[config.mk]
export PLATFORM = sky130hd
export DESIGN_NAME = regfile_sb_flat
export DESIGN_NICKNAME = d
export VERILOG_FILES = /design/src/rtl/regfile_sb_pkg.sv /design/src/rtl/regfile_sb_if.sv /design/src/rtl/regfile_sb_scoreboard.sv /design/src/rtl/regfile_sb.sv /design/src/flat_wrapper.sv
export SDC_FILE = /design/constraint.sdc
export NUM_CORES = 1
export LEC_CHECK = 0
export ABC_AREA = 1
export CORE_ASPECT_RATIO = 0.7
export CORE_MARGIN = 2
export CORE_UTILIZATION = 45
export CTS_CLUSTER_DIAMETER = 80
export DETAILED_ROUTE_END_ITERATION = 10
export MAX_ROUTING_LAYER = met4
export PLACE_DENSITY = 0.72
export SETUP_SLACK_MARGIN = 0.3
export SYNTH_ARGS = -nofsm -noshare
export SYNTH_HDL_FRONTEND = slang
export SYNTH_SLANG_ARGS = --single-unit
export TNS_END_PERCENT = 50
[constraint.sdc]
create_clock -name clk -period 2.64 [get_ports clk]
set_input_delay 0.528 -clock clk [delete_from_list [all_inputs] [get_ports clk]]
set_output_delay 0.528 -clock clk [all_outputs]
set_load 0.005 [all_outputs]
[src/rtl/regfile_sb_pkg.sv]
// regfile_sb_pkg: shared constants, scoreboard operation encoding and a
// popcount helper for the regfile_sb register file.
package regfile_sb_pkg;

   // Default geometry: the 8x8, two-read-port configuration.
   localparam int REGFILE_DATA_W   = 8;
   localparam int REGFILE_NUM_REGS = 8;
   localparam int REGFILE_NUM_RD   = 2;

   // Widest busy vector the popcount helper can count (NUM_REGS must not exceed it).
   localparam int REGFILE_POPCNT_W = 256;

   // Per-register scoreboard action for one clock edge.
   typedef enum logic [1:0] {
      SB_HOLD = 2'd0,
      SB_SET  = 2'd1,
      SB_CLR  = 2'd2
   } sb_op_e;

   // A new issue beats a completing write to the same register: the register
   // is now owed a result by the newer instruction.
   function automatic sb_op_e sb_op(input logic set, input logic clr);
      if (set) begin
         return SB_SET;
      end
      if (clr) begin
         return SB_CLR;
      end
      return SB_HOLD;
   endfunction

   // Number of set bits in a zero-extended vector.
   function automatic int unsigned popcount(input logic [REGFILE_POPCNT_W-1:0] v);
      int unsigned n;
      n = 0;
      for (int i = 0; i < REGFILE_POPCNT_W; i++) begin
         n += 32'(v[i]);
      end
      return n;
   endfunction

endpackage

[src/rtl/regfile_sb_if.sv]
// regfile_sb_if: decode/writeback-facing bus of the register file.
// master = pipeline control (decode + writeback), slave = regfile_sb.
// There is no handshake: every request is accepted on the clock edge where
// its enable is high, and read/busy results are combinational from state.
interface regfile_sb_if
   import regfile_sb_pkg::*;
#(
   parameter int DATA_W   = REGFILE_DATA_W,
   parameter int NUM_REGS = REGFILE_NUM_REGS,
   parameter int NUM_RD   = REGFILE_NUM_RD
);

   localparam int ADDR_W = $clog2(NUM_REGS);

   // Writeback port
   logic                     write_enable;
   logic [ADDR_W-1:0]        write_select;
   logic [DATA_W-1:0]        data_in;

   // Decode read ports (packed, port k in slice k)
   logic [NUM_RD*ADDR_W-1:0] read_select;
   logic [NUM_RD*DATA_W-1:0] data_out;
   logic [NUM_RD-1:0]        read_busy;

   // Issue (scoreboard set) port
   logic                     issue_enable;
   logic [ADDR_W-1:0]        issue_select;

   // Scoreboard status
   logic [ADDR_W:0]          busy_count;
   logic [NUM_REGS-1:0]      busy_vec;

   modport master (
      output write_enable, write_select, data_in,
      output read_select,
      output issue_enable, issue_select,
      input  data_out, read_busy, busy_count, busy_vec
   );

   modport slave (
      input  write_enable, write_select, data_in,
      input  read_select,
      input  issue_enable, issue_select,
      output data_out, read_busy, busy_count, busy_vec
   );

endinterface

[src/rtl/regfile_sb_scoreboard.sv]
// regfile_sb_scoreboard: one pending-write bit per register plus a
// registered count of pending registers. Issues set a bit, writebacks clear
// it, and an issue on the same edge as a writeback to the same register wins.
module regfile_sb_scoreboard
   import regfile_sb_pkg::*;
#(
   parameter  int NUM_REGS = REGFILE_NUM_REGS,
   parameter  int ZERO_REG = 0,
   localparam int ADDR_W   = $clog2(NUM_REGS)
) (
   input  logic                clk,
   input  logic                rst,
   input  logic                set_en_i,
   input  logic [ADDR_W-1:0]   set_sel_i,
   input  logic                clr_en_i,
   input  logic [ADDR_W-1:0]   clr_sel_i,
   output logic [NUM_REGS-1:0] busy_vec_o,
   output logic [ADDR_W:0]     busy_count_o
);

   logic [NUM_REGS-1:0]         busy_q;
   logic [NUM_REGS-1:0]         busy_d;
   logic [ADDR_W:0]             count_q;
   logic [ADDR_W:0]             count_d;
   logic [REGFILE_POPCNT_W-1:0] busy_ext;

   // Next busy vector: apply set/clear per register, register 0 pinned low when hardwired.
   always_comb begin
      busy_d = busy_q;
      for (int r = 0; r < NUM_REGS; r++) begin
         case (sb_op(set_en_i && (set_sel_i == ADDR_W'(r)),
                     clr_en_i && (clr_sel_i == ADDR_W'(r))))
            SB_SET:  busy_d[r] = 1'b1;
            SB_CLR:  busy_d[r] = 1'b0;
            default: busy_d[r] = busy_q[r];
         endcase
      end
      if (ZERO_REG != 0) begin
         busy_d[0] = 1'b0;
      end
   end

   // Count is taken from the next vector so the registered count always
   // matches the registered vector in the same cycle.
   always_comb begin
      busy_ext                 = '0;
      busy_ext[NUM_REGS-1:0]   = busy_d;
      count_d                  = (ADDR_W+1)'(popcount(busy_ext));
   end

   // Scoreboard state, cleared asynchronously.
   always_ff @(posedge clk or posedge rst) begin
      if (rst) begin
         busy_q  <= '0;
         count_q <= '0;
      end else begin
         busy_q  <= busy_d;
         count_q <= count_d;
      end
   end

   assign busy_vec_o   = busy_q;
   assign busy_count_o = count_q;

endmodule

[src/rtl/regfile_sb.sv]
// regfile_sb: parametrised multi-read-port register file with a per-register
// pending-write scoreboard for RAW hazard detection.
// Optional build macro REGFILE_SB_BYPASS_EN: when defined, a read of the
// register being written this cycle returns the incoming data and its busy
// flag reads clear (unless that register is re-issued the same cycle).
module regfile_sb
   import regfile_sb_pkg::*;
#(
   parameter int DATA_W   = REGFILE_DATA_W,
   parameter int NUM_REGS = REGFILE_NUM_REGS,
   parameter int NUM_RD   = REGFILE_NUM_RD,
   parameter int ZERO_REG = 0
) (
   input  logic          clk,
   input  logic          rst,
   regfile_sb_if.slave   bus
);

   localparam int ADDR_W = $clog2(NUM_REGS);

   logic [DATA_W-1:0]   mem_q [NUM_REGS];
   logic                wr_commit;
   logic                iss_commit;
   logic [NUM_REGS-1:0] busy_vec_w;
   logic [DATA_W-1:0]   rd_data_w [NUM_RD];
   logic                rd_busy_w [NUM_RD];

   // Writes and issues aimed at a hardwired zero register are discarded.
   always_comb begin
      wr_commit  = bus.write_enable;
      iss_commit = bus.issue_enable;
      if ((ZERO_REG != 0) && (bus.write_select == '0)) begin
         wr_commit = 1'b0;
      end
      if ((ZERO_REG != 0) && (bus.issue_select == '0)) begin
         iss_commit = 1'b0;
      end
   end

   // Data array: single writeback port, cleared asynchronously.
   always_ff @(posedge clk or posedge rst) begin
      if (rst) begin
         for (int r = 0; r < NUM_REGS; r++) begin
            mem_q[r] <= '0;
         end
      end else if (wr_commit) begin
         mem_q[bus.write_select] <= bus.data_in;
      end
   end

   regfile_sb_scoreboard #(
      .NUM_REGS (NUM_REGS),
      .ZERO_REG (ZERO_REG)
   ) u_scoreboard (
      .clk          (clk),
      .rst          (rst),
      .set_en_i     (iss_commit),
      .set_sel_i    (bus.issue_select),
      .clr_en_i     (bus.write_enable),
      .clr_sel_i    (bus.write_select),
      .busy_vec_o   (busy_vec_w),
      .busy_count_o (bus.busy_count)
   );

   assign bus.busy_vec = busy_vec_w;

   // Independent read ports; any number may address the same register.
   for (genvar k = 0; k < NUM_RD; k++) begin : g_rd
      logic [ADDR_W-1:0] rsel;
      assign rsel = bus.read_select[k*ADDR_W +: ADDR_W];

      // Read data for port k: array value, optional same-cycle bypass, zero register last.
      always_comb begin
         rd_data_w[k] = mem_q[rsel];
`ifdef REGFILE_SB_BYPASS_EN
         if (bus.write_enable && (bus.write_select == rsel)) begin
            rd_data_w[k] = bus.data_in;
         end
`endif
         if ((ZERO_REG != 0) && (rsel == '0)) begin
            rd_data_w[k] = '0;
         end
      end

      // Busy flag for port k: registered bit, hidden by a bypassing write
      // unless the same register is being re-issued this cycle.
      always_comb begin
         rd_busy_w[k] = busy_vec_w[rsel];
`ifdef REGFILE_SB_BYPASS_EN
         if (bus.write_enable && (bus.write_select == rsel) &&
             !(bus.issue_enable && (bus.issue_select == rsel))) begin
            rd_busy_w[k] = 1'b0;
         end
`endif
      end
   end

   // Pack per-port results onto the bus.
   always_comb begin
      bus.data_out  = '0;
      bus.read_busy = '0;
      for (int k = 0; k < NUM_RD; k++) begin
         bus.data_out[k*DATA_W +: DATA_W] = rd_data_w[k];
         bus.read_busy[k]                 = rd_busy_w[k];
      end
   end

endmodule

[src/flat_wrapper.sv]
// flat-port wrapper written by rule: the top's interface ports become plain ports
module regfile_sb_flat import regfile_sb_pkg::*;
#(
   parameter int DATA_W   = REGFILE_DATA_W,
   parameter int NUM_REGS = REGFILE_NUM_REGS,
   parameter int NUM_RD   = REGFILE_NUM_RD,
   parameter int ZERO_REG = 0
)
  (clk, rst, bus_write_enable, bus_write_select, bus_data_in, bus_read_select, bus_issue_enable, bus_issue_select, bus_data_out, bus_read_busy, bus_busy_count, bus_busy_vec);
  regfile_sb_if #(.DATA_W(DATA_W), .NUM_REGS(NUM_REGS), .NUM_RD(NUM_RD)) bus_i ();
  input  logic clk;
  input  logic rst;
  input wire logic [$bits(bus_i.write_enable)-1:0] bus_write_enable;
  input wire logic [$bits(bus_i.write_select)-1:0] bus_write_select;
  input wire logic [$bits(bus_i.data_in)-1:0] bus_data_in;
  input wire logic [$bits(bus_i.read_select)-1:0] bus_read_select;
  input wire logic [$bits(bus_i.issue_enable)-1:0] bus_issue_enable;
  input wire logic [$bits(bus_i.issue_select)-1:0] bus_issue_select;
  output wire logic [$bits(bus_i.data_out)-1:0] bus_data_out;
  output wire logic [$bits(bus_i.read_busy)-1:0] bus_read_busy;
  output wire logic [$bits(bus_i.busy_count)-1:0] bus_busy_count;
  output wire logic [$bits(bus_i.busy_vec)-1:0] bus_busy_vec;
  assign bus_i.write_enable = bus_write_enable;
  assign bus_i.write_select = bus_write_select;
  assign bus_i.data_in = bus_data_in;
  assign bus_i.read_select = bus_read_select;
  assign bus_i.issue_enable = bus_issue_enable;
  assign bus_i.issue_select = bus_issue_select;
  assign bus_data_out = bus_i.data_out;
  assign bus_read_busy = bus_i.read_busy;
  assign bus_busy_count = bus_i.busy_count;
  assign bus_busy_vec = bus_i.busy_vec;
  regfile_sb #(.DATA_W(DATA_W), .NUM_REGS(NUM_REGS), .NUM_RD(NUM_RD), .ZERO_REG(ZERO_REG)) u_core (.clk(clk), .rst(rst), .bus(bus_i));
endmodule
==> run_results.csv <==
group,metric,value,unit
logic_synthesis,synth-edff-count,0,
pwr,power.density,694,mW/mm^2
pwr,irDropWorstVdd,0.000562,V
die,io_pins,54,
sta,fmax,0.311,GHz
routing,post_drt_wl_per_cell,15.7,microns
finish,area_delta_synth_final,34.1,%
clocking,clk_path_buf_depth,2,
finish,fin_cells,947,
hold_path,hold_start,"bus_issue_select[2]",
logic_synthesis,yosysUniqueCellTypes,23,
critical_path,regToRegStartpoint,"u_core.u_scoreboard.busy_vec_o[1]",
critical_path,cp-end-kind,"register",
outcome,status,"finished with violations",
die,core,0.0102,sq mm
grt,grt_max_degree,77,
sta,maxSlewViolCount,0,
finish,n_fill_cell,938,
flow_run,drv_cap,0,
logic_synthesis,yosysMostFrequentCell,"nand2_1",
grt,grt-ovfl-total,0,
grt,grt_pass1_wl,24300,microns
clocking,clkTransAtPathRegs,0.06,ns
sta,setup_viol,5,
die,die_w,126,microns
place,dpl.hpwl,10000,microns
logic_synthesis,ys_warn_count,0,
pwr,leakage,3.50,nW
clocking,cts_tree,"yes",
logic_synthesis,avgSynthCellArea,6.71,sq um
hold_path,holdPathStages,4,
grt,antenna_found_initial,0,
outcome,violations,"setup timing",
routing,detail_route.vias_per_cell,5.16,
sta,max-slew-margin-rel,70.1,%
logic_synthesis,synth_common_cells,"nand2_1 (316), inv_1 (102), dfrtp_1 (76), nand3_1 (73), o21ai_0 (33)",
die,die_h,89.3,microns
logic_synthesis,synth_top_area_share,40.7,%
finish,insertedDiodeCount,0,
sta,rsz0062_at_grt,"true",
clocking,cts_root_buf,"clkbuf_16",
grt,grt.total_usage,28.7,%
place,place.gp.congestion,0.904,
logic_synthesis,synth-main-ff-cell,"dfrtp_1",
critical_path,critPathLaunch,"bus_issue_select[2]",
logic_synthesis,synth_area,0.00468,sq mm
logic_synthesis,synth_nets,728,
logic_synthesis,synth_top_cell_by_area,"dfrtp_1",
critical_path,arrival,3.48,ns
hold_path,hp-class,"input port to register",
routing,drc,0,
sta,tightest_slew,0.448,ns
critical_path,critPathLaunchType,"input port",
place,portBuffers,53,
routing,postRouteAntennaNets,0,
clocking,clock_latency,0.34,ns
clocking,clock-sinks,76,
place,dpl_cell_area,0.00571,sq mm
critical_path,critPathRequiredTime,2.91,ns
sta,clock_skew,0.00432,ns
finish,final_nets,842,
finish,drive_above_1_share,19.3,%
sta,fin_crit,3.21,ns
routing,drtIter0Drc,432,
critical_path,worstSetupPathType,"input port to register",
logic_synthesis,synth_seq_area_share,40.7,%
logic_synthesis,synth-seq-cells,76,
sta,tns,-1.78,ns
clocking,h-tree-depth,3,
critical_path,r2r_cells,13,
routing,first_pass_iters,5,
routing,num_vias,4884,
die,initial_utilization,45.7,%
grt,grt_pass1_vias,5042,
die,rows,31,
clocking,cts_buffers,9,
sta,finalCritPeriodShare,122,%
logic_synthesis,yosys-top-cells-area,"dfrtp_1 (41%), nand2_1 (25%), inv_1 (8.2%)",
routing,routed_wl,14800,microns
logic_synthesis,netlist_instances,697,
finish,final_cell_area,0.00627,sq mm
critical_path,path_max_fanout,2,
die,dieArea,0.0112,sq mm
sta,hold_viol,0,
logic_synthesis,async_reset_ff_share,100,%
sta,fin_ws,-0.572,ns
place,place_inst,906,
[where the power goes]
group          internal [mW]  switching (mW)
registers               1.41           0.129
clock network          0.753           0.488
logic                  0.735           0.835
[layout by cell type, fill, tap and decap left out, types with 2 or more instances in the layout]
cell type | synthesis | routed
fa_1 | 4 | 3
dlygate4sd2_1 | 0 | 7
ha_1 | 3 | 2
inv_1 | 102 | 90
clkbuf_16 | 0 | 9
nand2_2 | 6 | 9
inv_4 | 0 | 4
buf_4 | 3 | 62
buf_2 | 18 | 6
nand2_1 | 316 | 313
buf_12 | 0 | 6
nor2_1 | 6 | 3
a22oi_2 | 0 | 2
o21ai_1 | 24 | 24
o21ai_2 | 10 | 12
nand3_1 | 73 | 72
dlymetal6s2s_1 | 0 | 5
buf_8 | 0 | 2
clkdlybuf4s50_1 | 0 | 29
inv_2 | 4 | 10
buf_6 | 7 | 15
dfrtp_1 | 76 | 76
nor2_4 | 2 | 3
o21ai_0 | 33 | 31
nor2_2 | 0 | 2
clkinv_2 | 0 | 3
[final cells by class]
cell class	count	area [sq um]	share of cell area, %
Inverter	108	433	6.90
Timing Repair Buffer	133	1240	19.7
Clock inverter	4	48.8	0.778
Tap cell	132	165	2.63
Clock buffer	11	243	3.87
Multi-Input combinational cell	483	2240	35.8
Sequential cell	76	1900	30.3
[worst max-delay path, cell delays in order]
cell and delay [ns]:
buf_6 0.10, nor2_4 0.12, inv_2 0.05, buf_4 0.13, buf_6 0.10, buf_6 0.10
buf_4 0.12, buf_4 0.12, buf_4 0.12, buf_4 0.12, buf_4 0.12, buf_6 0.11
buf_4 0.12, buf_6 0.11, buf_4 0.12, buf_4 0.12, buf_4 0.12, buf_4 0.12
buf_4 0.12, buf_6 0.11, buf_4 0.12, buf_4 0.12, buf_4 0.12, buf_6 0.10
buf_6 0.10, o21ai_2 0.12
[path summary, 6_finish.rpt]
kind / endpoint / slack [ns]
max: u_core.u_scoreboard.busy_vec_o[3] / -0.57
min: u_core.u_scoreboard.busy_vec_o[1] / 0.47
max reg2reg: u_core.u_scoreboard.busy_count_o[1] / -0.40
min reg2reg: u_core.mem_q[16] / 0.49
max in group asynchronous: u_core.u_scoreboard.busy_vec_o[1] / 1.65
min in group asynchronous: u_core.u_scoreboard.busy_vec_o[4] / 0.61
[sequential cells by signal, indices dropped and copies added (netlist names)]
signal                            cells
u_core.u_scoreboard.busy_count_o      4
u_core.u_scoreboard.busy_vec_o        8
u_core.mem_q                         64
[cells by family (layout without fill, tap and decap cells)]
kind of cell             after synthesis  in the layout  synth area share (%)
buffers and inverters                138            256                  12.9
AND/OR/NAND/NOR                      405            405                  35.3
AO/OA/AOI/OAI                         70             70                  8.43
XOR/XNOR                               1              1                 0.187
adder cells (fa/ha/maj)                7              7                  2.51
flip-flops                            76             76                  40.7
[routing by layer]
layer / wire length, microns / global-route usage (%) / share of wire (%)
met1: 6290 / 34.0 / 42
met5: 0 / - / 0
met3: 1380 / 8.80 / 9.3
met4: 293 / 11.6 / 2.0
met2: 6880 / 46.5 / 46
[metrics by stage]
| stage | utilization [%] | worst slack [ns] | total power, mW | hold WS (ns) |
|---|---|---|---|---|
| final | 61.2 | -0.572 | 4.35 | 0.474 |
| after global routing | 61.2 | -0.620 | 4.68 | 0.473 |
| after CTS | 60.4 | -0.518 | 4.30 | 0.436 |
| after detailed placement | 55.7 | -1.35 | 3.00 | 0.471 |
| after global placement | 55.7 | -1.28 | 2.94 | 0.469 |
| after floorplan | - | -0.683 | 2.40 | 0.453 |
[repair_timing]
action / CTS / global route
setup buffers: 23 / 3
gates resized for setup: 76 / 32
endpoints found under the setup margin: 22 / 18
hold buffers: 0 / 0
pin swaps: 10 / 11
endpoints found under the hold margin: 0 / 0
(Power assumes the default switching activity.)
